**src/rtl/dense_mac_seq_pkg.sv**
```systemverilog
// Shared constants and state encoding for the time-multiplexed dense layer.
package dense_mac_seq_pkg;

  localparam int FRAC_DEFAULT = 16;

  localparam logic ACT_ID   = 1'b0;
  localparam logic ACT_RELU = 1'b1;

  typedef enum logic [1:0] {
    ST_IDLE = 2'd0,
    ST_MAC  = 2'd1,
    ST_WB   = 2'd2,
    ST_DONE = 2'd3
  } state_t;

  // Counter width for an index range of n entries; never narrower than 1 bit.
  function automatic int cnt_width(input int n);
    return (n > 1) ? $clog2(n) : 1;
  endfunction

endpackage

```
**src/rtl/act_unit.sv**
```systemverilog
// Activation select: identity, or ReLU (negative values clamp to zero).
module act_unit
  import dense_mac_seq_pkg::*;
#(
  parameter int BITSIZE = 24
) (
  input  logic               mode,
  input  logic [BITSIZE-1:0] d,
  output logic [BITSIZE-1:0] q
);

  assign q = (mode == ACT_ID || !d[BITSIZE-1]) ? d : '0;

endmodule

```
**src/rtl/fixed_point_add.sv**
```systemverilog
// Fixed-point add with plain wrap-around, no saturation.
module fixed_point_add #(
  parameter int BITSIZE = 24
) (
  input  logic [BITSIZE-1:0] a,
  input  logic [BITSIZE-1:0] b,
  output logic [BITSIZE-1:0] s
);

  assign s = a + b;

endmodule

```
**src/rtl/fixed_point_multiply.sv**
```systemverilog
// Signed fixed-point multiply: full-width product, floor shift by FRAC,
// low BITSIZE bits kept (wraps on overflow).
module fixed_point_multiply #(
  parameter int BITSIZE = 24,
  parameter int FRAC    = 16
) (
  input  logic [BITSIZE-1:0] a,
  input  logic [BITSIZE-1:0] b,
  output logic [BITSIZE-1:0] p
);

  logic signed [2*BITSIZE-1:0] full;

  assign full = $signed({{BITSIZE{a[BITSIZE-1]}}, a}) * $signed({{BITSIZE{b[BITSIZE-1]}}, b});
  assign p    = BITSIZE'(full >>> FRAC);

endmodule

```
**src/rtl/dense_mac_seq.sv**
```systemverilog
// Fully-connected layer, one shared multiplier and adder, start/done handshake.
//   state   | meaning
//   IDLE    | waiting for start; captures x, w, b, act_mode on accept
//   MAC     | acc += x[i]*w[o][i], one input per cycle
//   WB      | y[o] <= act(acc); next row or finish
//   DONE    | done pulse cycle; start ignored here
module dense_mac_seq
  import dense_mac_seq_pkg::*;
#(
  parameter int BITSIZE = 24,
  parameter int FRAC    = FRAC_DEFAULT,
  parameter int N_IN    = 6,
  parameter int N_OUT   = 1
) (
  input  logic                          clk,
  input  logic                          reset,
  input  logic                          start,
  input  logic                          act_mode,
  input  logic [BITSIZE*N_IN-1:0]       x,
  input  logic [BITSIZE*N_IN*N_OUT-1:0] w,
  input  logic [BITSIZE*N_OUT-1:0]      b,
  output logic                          busy,
  output logic                          done,
  output logic [BITSIZE*N_OUT-1:0]      y
);

  localparam int IW = cnt_width(N_IN);
  localparam int OW = cnt_width(N_OUT);
  localparam logic [IW-1:0] I_LAST = IW'(N_IN - 1);
  localparam logic [OW-1:0] O_LAST = OW'(N_OUT - 1);

  typedef logic [BITSIZE-1:0] word_t;

  word_t x_in [N_IN];
  word_t w_in [N_OUT][N_IN];
  word_t b_in [N_OUT];

  word_t x_r [N_IN];
  word_t w_r [N_OUT][N_IN];
  word_t b_r [N_OUT];
  word_t y_r [N_OUT];

  state_t        state;
  logic [IW-1:0] i;
  logic [OW-1:0] o;
  word_t         acc;
  logic          act_r;
  word_t         prod;
  word_t         sum;
  word_t         act_q;

  for (genvar gi = 0; gi < N_IN; gi++) begin : g_x
    assign x_in[gi] = x[BITSIZE*gi +: BITSIZE];
  end

  for (genvar go = 0; go < N_OUT; go++) begin : g_row
    assign b_in[go] = b[BITSIZE*go +: BITSIZE];
    assign y[BITSIZE*go +: BITSIZE] = y_r[go];
    for (genvar gi = 0; gi < N_IN; gi++) begin : g_w
      assign w_in[go][gi] = w[BITSIZE*(go*N_IN + gi) +: BITSIZE];
    end
  end

  fixed_point_multiply #(.BITSIZE(BITSIZE), .FRAC(FRAC)) u_mul (
    .a(x_r[i]),
    .b(w_r[o][i]),
    .p(prod)
  );

  fixed_point_add #(.BITSIZE(BITSIZE)) u_add (
    .a(acc),
    .b(prod),
    .s(sum)
  );

  act_unit #(.BITSIZE(BITSIZE)) u_act (
    .mode(act_r),
    .d(acc),
    .q(act_q)
  );

  always_ff @(posedge clk or posedge reset) begin
    if (reset) begin
      state <= ST_IDLE;
      busy  <= 1'b0;
      done  <= 1'b0;
      i     <= '0;
      o     <= '0;
      acc   <= '0;
      act_r <= ACT_ID;
      for (int k = 0; k < N_IN; k++) x_r[k] <= '0;
      for (int r = 0; r < N_OUT; r++) begin
        b_r[r] <= '0;
        y_r[r] <= '0;
        for (int k = 0; k < N_IN; k++) w_r[r][k] <= '0;
      end
    end else begin
      done <= 1'b0;
      case (state)
        ST_IDLE: begin
          if (start) begin
            for (int k = 0; k < N_IN; k++) x_r[k] <= x_in[k];
            for (int r = 0; r < N_OUT; r++) begin
              b_r[r] <= b_in[r];
              for (int k = 0; k < N_IN; k++) w_r[r][k] <= w_in[r][k];
            end
            act_r <= act_mode;
            acc   <= b_in[0];
            i     <= '0;
            o     <= '0;
            busy  <= 1'b1;
            state <= ST_MAC;
          end
        end
        ST_MAC: begin
          acc <= sum;
          if (i == I_LAST) begin
            i     <= '0;
            state <= ST_WB;
          end else begin
            i <= i + IW'(1);
          end
        end
        ST_WB: begin
          y_r[o] <= act_q;
          if (o != O_LAST) begin
            o     <= o + OW'(1);
            acc   <= b_r[o + OW'(1)];
            state <= ST_MAC;
          end else begin
            done  <= 1'b1;
            busy  <= 1'b0;
            state <= ST_DONE;
          end
        end
        ST_DONE: state <= ST_IDLE;
        default: state <= ST_IDLE;
      endcase
    end
  end

endmodule

```
**config.mk**
```make
export PLATFORM = sky130hd
export DESIGN_NAME = dense_mac_seq
export DESIGN_NICKNAME = d
export VERILOG_FILES = /design/src/rtl/dense_mac_seq_pkg.sv /design/src/rtl/act_unit.sv /design/src/rtl/fixed_point_add.sv /design/src/rtl/fixed_point_multiply.sv /design/src/rtl/dense_mac_seq.sv
export SDC_FILE = /design/constraint.sdc
export NUM_CORES = 2
export LEC_CHECK = 0
export ABC_AREA = 1
export CORE_MARGIN = 5
export CORE_UTILIZATION = 60
export CTS_CLUSTER_SIZE = 30
export DETAILED_ROUTE_END_ITERATION = 8
export GPL_TIMING_DRIVEN = 1
export PLACE_DENSITY = 0.95
export SETUP_SLACK_MARGIN = 0.5
export SKIP_CTS_REPAIR_TIMING = 1
export SYNTH_ARGS = -nofsm -noshare
export SYNTH_HDL_FRONTEND = slang
export SYNTH_SLANG_ARGS = --single-unit
```
**constraint.sdc**
```tcl
create_clock -name clk -period 19 [get_ports clk]
set_input_delay 4.75 -clock clk [delete_from_list [all_inputs] [get_ports clk]]
set_output_delay 4.75 -clock clk [all_outputs]
set_load 0.05 [all_outputs]
```
* Yosys cells after proc, flatten, opt, wreduce, memory -nomap -nowiden
Cells that the tools add are included.
** Word-level totals
- Bits in registers :: 369
- Input port bits :: 316
- Output and inout port bits :: 26
- Logic and storage cells :: 81
** Cells by class
- Add/sub/neg operators :: 3
- Multiply operators :: 1
- Magnitude comparators :: 4
- Equality and inequality tests :: 8
- Mux-type cells :: 29
- Bitwise gates (word level) :: 2
- Reduce and logical (&&, ||, !) cells :: 13
** Operator list (count)
- $mux 24 :: 9
- $bmux 24 s3 :: 2
- $mux 144 :: 1
- $pmux 24 s3 :: 1
- $mul 24x24->40 :: 1
- $add 24x24->24 :: 1
- $bwmux 24 :: 1
- $ne 2x2->1 const B :: 4
- $pmux 2 s4 :: 1
- $reduce_and 2->1 :: 4
- $mux 1 :: 6
- $mux 2 :: 3
- $mux 3 :: 2
- $pmux 3 s2 :: 1
- $reduce_and 3->1 :: 2
- $eq 2x2->1 const B :: 2
- $ge 4x4->1 const B :: 1
- $not 3->4 :: 1
- $pmux 1 s2 :: 2
- $reduce_bool 2->1 :: 2
- $add 3x1->3 const B :: 1
- $eq 3x3->1 const B :: 1
- $reduce_bool 3->1 :: 1
- $eq 2x1->1 const B :: 1
- 8 further kinds :: 9

* Logic depth before layout (Yosys ltp)
- Depth after elaboration :: 8
- Mapped depth :: 57
- Depth with buffers taken out :: 51

* By module
Synthesis repeated with hierarchy kept, for this count alone.
** Unflattened totals
- Cell total of the unflattened synthesis :: 5373
- Area, all modules :: 39038.7 µm²
** Modules (own cells, without submodules)
- fixed_point_multiply :: times used 1, cells each 2626, area an instance 19690.1 µm², seq. area each 0.0 µm²
- dense_mac_seq :: times used 1, cells each 2341, area an instance 17330.4 µm², seq. area each 9208.8 µm²
- fixed_point_add :: times used 1, cells each 354, area an instance 1764.2 µm², seq. area each 0.0 µm²
- act_unit :: times used 1, cells each 52, area an instance 254.0 µm², seq. area each 0.0 µm²

* Least setup slack after synthesis
OpenSTA, ideal clock, no wires.
- Path kind :: flip-flop to flip-flop
- Start :: reg i[2]
- End :: reg acc[22]
- Setup time :: 0.123 ns
- Arrival time :: 8.337 ns
- Required time :: 18.877 ns
- Slack :: 10.540 ns
- Stages on the path, launching flop included :: 43
- Path buffers :: 4
- Clock period less this slack :: 8.460 ns
- Cells stage by stage :: dfrtp_1 inv_1 buf_2 clkbuf_1 clkbuf_1 nand2_1 nand2_1 clkbuf_1 nand2_1 fa_1 inv_1 fa_1 inv_1 fa_1 inv_1 fa_1 fa_1 fa_1 [... 7 more ...] a21boi_0 o21ai_2 nand3_1 nand2_1 xnor2_1 inv_1 ha_1 nand2_1 nor4_1 nand4_1 nand3_1 nand3_1 nand2_1 a21oi_1 o21ai_0 a21oi_1 o21ai_0 nand2_1
** On the way
- Longest elaborated chain between the ends :: 7
- Elaborated cells between the ends (all ways) :: 10
- Classes of those cells :: add/sub: 1; mul: 1; mux: 7; bitwise: 1
** RTL lines
- from (decl) :: RTL line dense_mac_seq.sv:44 : logic [IW-1:0] i;
- from (signal assigned) :: RTL line dense_mac_seq.sv:121 : i <= i + IW'(1);
- $not 3->4 (not written as such) * :: RTL line dense_mac_seq.sv:65, dense_mac_seq.sv:66
- $bmux 24 s3 (on tied branches) :: RTL line dense_mac_seq.sv:65, dense_mac_seq.sv:66
- $mux 24 (on tied branches) (2 in a row) :: RTL line dense_mac_seq.sv:65, dense_mac_seq.sv:66
- $mul 24x24->40 * :: RTL line fixed_point_multiply.sv:14 : assign full = $signed({{BITSIZE{a[BITSIZE-1]}}, a}) * $signed({{BITSIZE{b[BITSIZE-1]}}, b});
- $add 24x24->24 * :: RTL line fixed_point_add.sv:10 : assign s = a + b;
- $pmux 24 s3 * :: RTL line dense_mac_seq.sv:99 : case (state)
- to (signal assigned) :: RTL line dense_mac_seq.sv:108 : acc <= b_in[0];
- to (signal assigned) :: RTL line dense_mac_seq.sv:116 : acc <= sum;
- to (signal assigned) :: RTL line dense_mac_seq.sv:128 : acc <= b_r[o + OW'(1)];
- to (decl) :: RTL line dense_mac_seq.sv:46 : word_t acc;
Mark *: on every way between the ends. The rest lies on a longest branch, timed or not. The select of a mux whose other input is x is not followed.
A chain may end at the register's enable or synchronous reset.

* Worst setup path after layout
- Start :: reg i[0]
- End :: reg acc[16]
Same word-level chain as after synthesis.

==> flow_summary.toml <==
[global_route]
grt_pass1_vias = 35800
grt_use_total = 0.347
grt_pass1_wl_um = 184000
grt-ovfl-total = 0
antenna_found_initial = 17
grt_max_degree = 212

[sta]
drv_slew = 0
layout_min_cycle_time_ns = 11.55
clock_skew_ns = 0.0219
finalHoldViolations = 0
period_share = 0.608
tightest_slew_ns = 1.25
hold_slack_ns = 0.475
fmax_mhz = 86.6
setup_violations = 0
slew_headroom = 0.167
setup-tns-final_ns = 0
rsz0062_at_grt = "no"

[clock_network]
htree_num_levels = 2
clock_latency_ns = 0.59
root_buffer = "clkbuf_16"
clockBufferDepth = 3
clk_pin_slew_ns = 0.06
cts_tree = "yes"
numClockSinks = 368
numCtsBuffers = 37

[route]
drc = 0
vias = 34000
firstDrtPassIters = 7
routed_wl_um = 116000
viasPerCell = 5.88
initialDrtViolationCount = 4464
wire_per_inst_um = 20.1
ant_nets = 0

[hold_path]
hp-class = "flip-flop to flip-flop"
whs_path_depth = 2
hold_start = "y[12]"

[worst_setup_path]
cp_max_fo = 62
r2r-start = "i[0]"
reg2reg_to = "acc[16]"
cp_slowest_stage_delay_ns = 0.93
crit_top_cell = "nand2_1"
critPathBufInv = 7
cp-endpoint = "acc[16]"
end_kind = "flip-flop"
crit_required_ns = 19.45
setup.worst_path.class = "flip-flop to flip-flop"
path_depth = 47
critPathLaunchType = "flip-flop"
startpoint = "i[0]"
worstRegToRegCells = 47
r2r_slack_ns = 7.45
crit_family = "adder cells"
arrival_ns = 12.00
crit_slowest_cell = "dfrtp_4"

[floorplan]
io_pins = 342
die_w_um = 258
core_sq_mm = 0.0614
num_rows = 91
dieArea_sq_mm = 0.0668
start_util = 0.603
die_h_um = 258

[cells_and_area]
instances_no_fill = 5781
final_common_cell = "nand2_1"
area_growth_pct = 12.9
mostFrequentLayoutCells = "nand2_1 (1,648), inv_1 (1,024), fa_1 (516)"
drive_above_1_share = 0.0279
n_fill_cell = 4276
ff_latch_area_sq_mm = 0.00921
multiInputGateArea_sq_mm = 0.0229
finalNetCount = 5929
fin_util = 0.681

[synthesis]
synth-seq-cells = 368
seq_area_frac_synth = 0.249
synth_enable_flop_cells = 0
syn-num-nets = 5752
synthesis.area_sq_mm = 0.0370
async_reset_ff_frac = 1.00
synth_flop_cell = "dfrtp_1"
syn_inst = 4772
synth_top_area_frac = 0.279
ys_warn_count = 0
yosysUniqueCellTypes = 50
synth_top_area_cell = "fa_1"
synth.area.top_cells = "fa_1 (28%), dfrtp_1 (25%), nand2_1 (17%), inv_1 (10%), ha_1 (5.0%)"
avgSynthCellArea_sq_um = 7.76

[placed_design]
dp.cells = 5700
port_buffers = 341
hpwl_um = 86200
gp_congestion = 0.947

[job]
max_cap_viol_count = 0

[outcome]
status = "completed"
-- per-layer routing --
metal  track usage  up-vias  share of wire
met5             0        -       0.000086
met4         0.248        2          0.089
met3        0.0771      736           0.11
met2         0.562     2600           0.47
met1         0.413    16200           0.33
li1              -    14400              -
-- worst reg2reg max path: cells and delay by family (launching register included) --
kind / cells / cell delay, ns
buffers and inverters: 7 / 1.07
AO/OA/AOI/OAI: 8 / 1.57
adder cells (fa/ha/maj): 9 / 3.98
flip-flops: 1 / 0.93
XOR/XNOR: 1 / 0.61
AND/OR/NAND/NOR: 22 / 3.30
-- through the flow --
step                      setup WS [ns]  area (sq um)
final                              7.45         41800
after global routing               7.01         41800
after CTS                          7.94         41800
after detailed placement           8.03         40600
after global placement             8.21         40600
after floorplan                    4.03         37000
-- kinds of logic after synthesis --
logic type | count (synthesis) | synth area share
buffers and inverters | 1265 | 0.134
XOR/XNOR | 35 | 0.00828
AO/OA/AOI/OAI | 542 | 0.0802
adder cells (fa/ha/maj) | 664 | 0.329
flip-flops | 368 | 0.249
AND/OR/NAND/NOR | 1898 | 0.200
-- final cells by class --
class,count,area share
Antenna cell,16,0.000958
Clock buffer,52,0.0254
Clock inverter,13,0.00228
Inverter,1037,0.0937
Multi-Input combinational cell,3139,0.547
Sequential cell,368,0.220
Tap cell,790,0.0237
Timing Repair Buffer,366,0.0865
-- how the worst min path moves through the flow --
stage	end	slack, ns
after floorplan	x_r[14]	0.44
after global placement	w_r[37]	0.46
after detailed placement	x_r[14]	0.46
after CTS	x_r[132]	0.48
after global routing	x_r[132]	0.50
final	y[12]	0.48
-- state kept, by name (all words and copies together) (netlist names) --
signal / flops
i: 3
done: 1
w_r: 144
busy: 1
x_r: 144
act_r: 1
acc: 24
b_r: 24
y: 24
state: 2
-- cell usage after synthesis, types with 2 or more instances --
cell type,instances
a21o_1,7
a21oi_1,184
a221oi_1,2
a22oi_1,17
a32oi_1,4
buf_1,10
buf_2,60
buf_4,5
buf_6,14
clkbuf_1,139
dfrtp_1,368
fa_1,516
ha_1,148
inv_1,1026
inv_2,9
nand2_1,1649
nand2_2,18
nand2_4,2
nand3_1,68
nand3_2,6
nand3b_1,4
nand4_1,8
nor2_1,122
nor2_4,2
nor3_1,13
o211ai_1,12
o21a_1,7
o21ai_0,258
o21ai_1,19
o21ai_2,5
o221ai_1,17
o31ai_1,2
xnor2_1,12
xor2_1,23
Power is left out: the tool's default activity adds up to more than one toggle a clock period on the data nets, which glitch-free logic cannot reach.
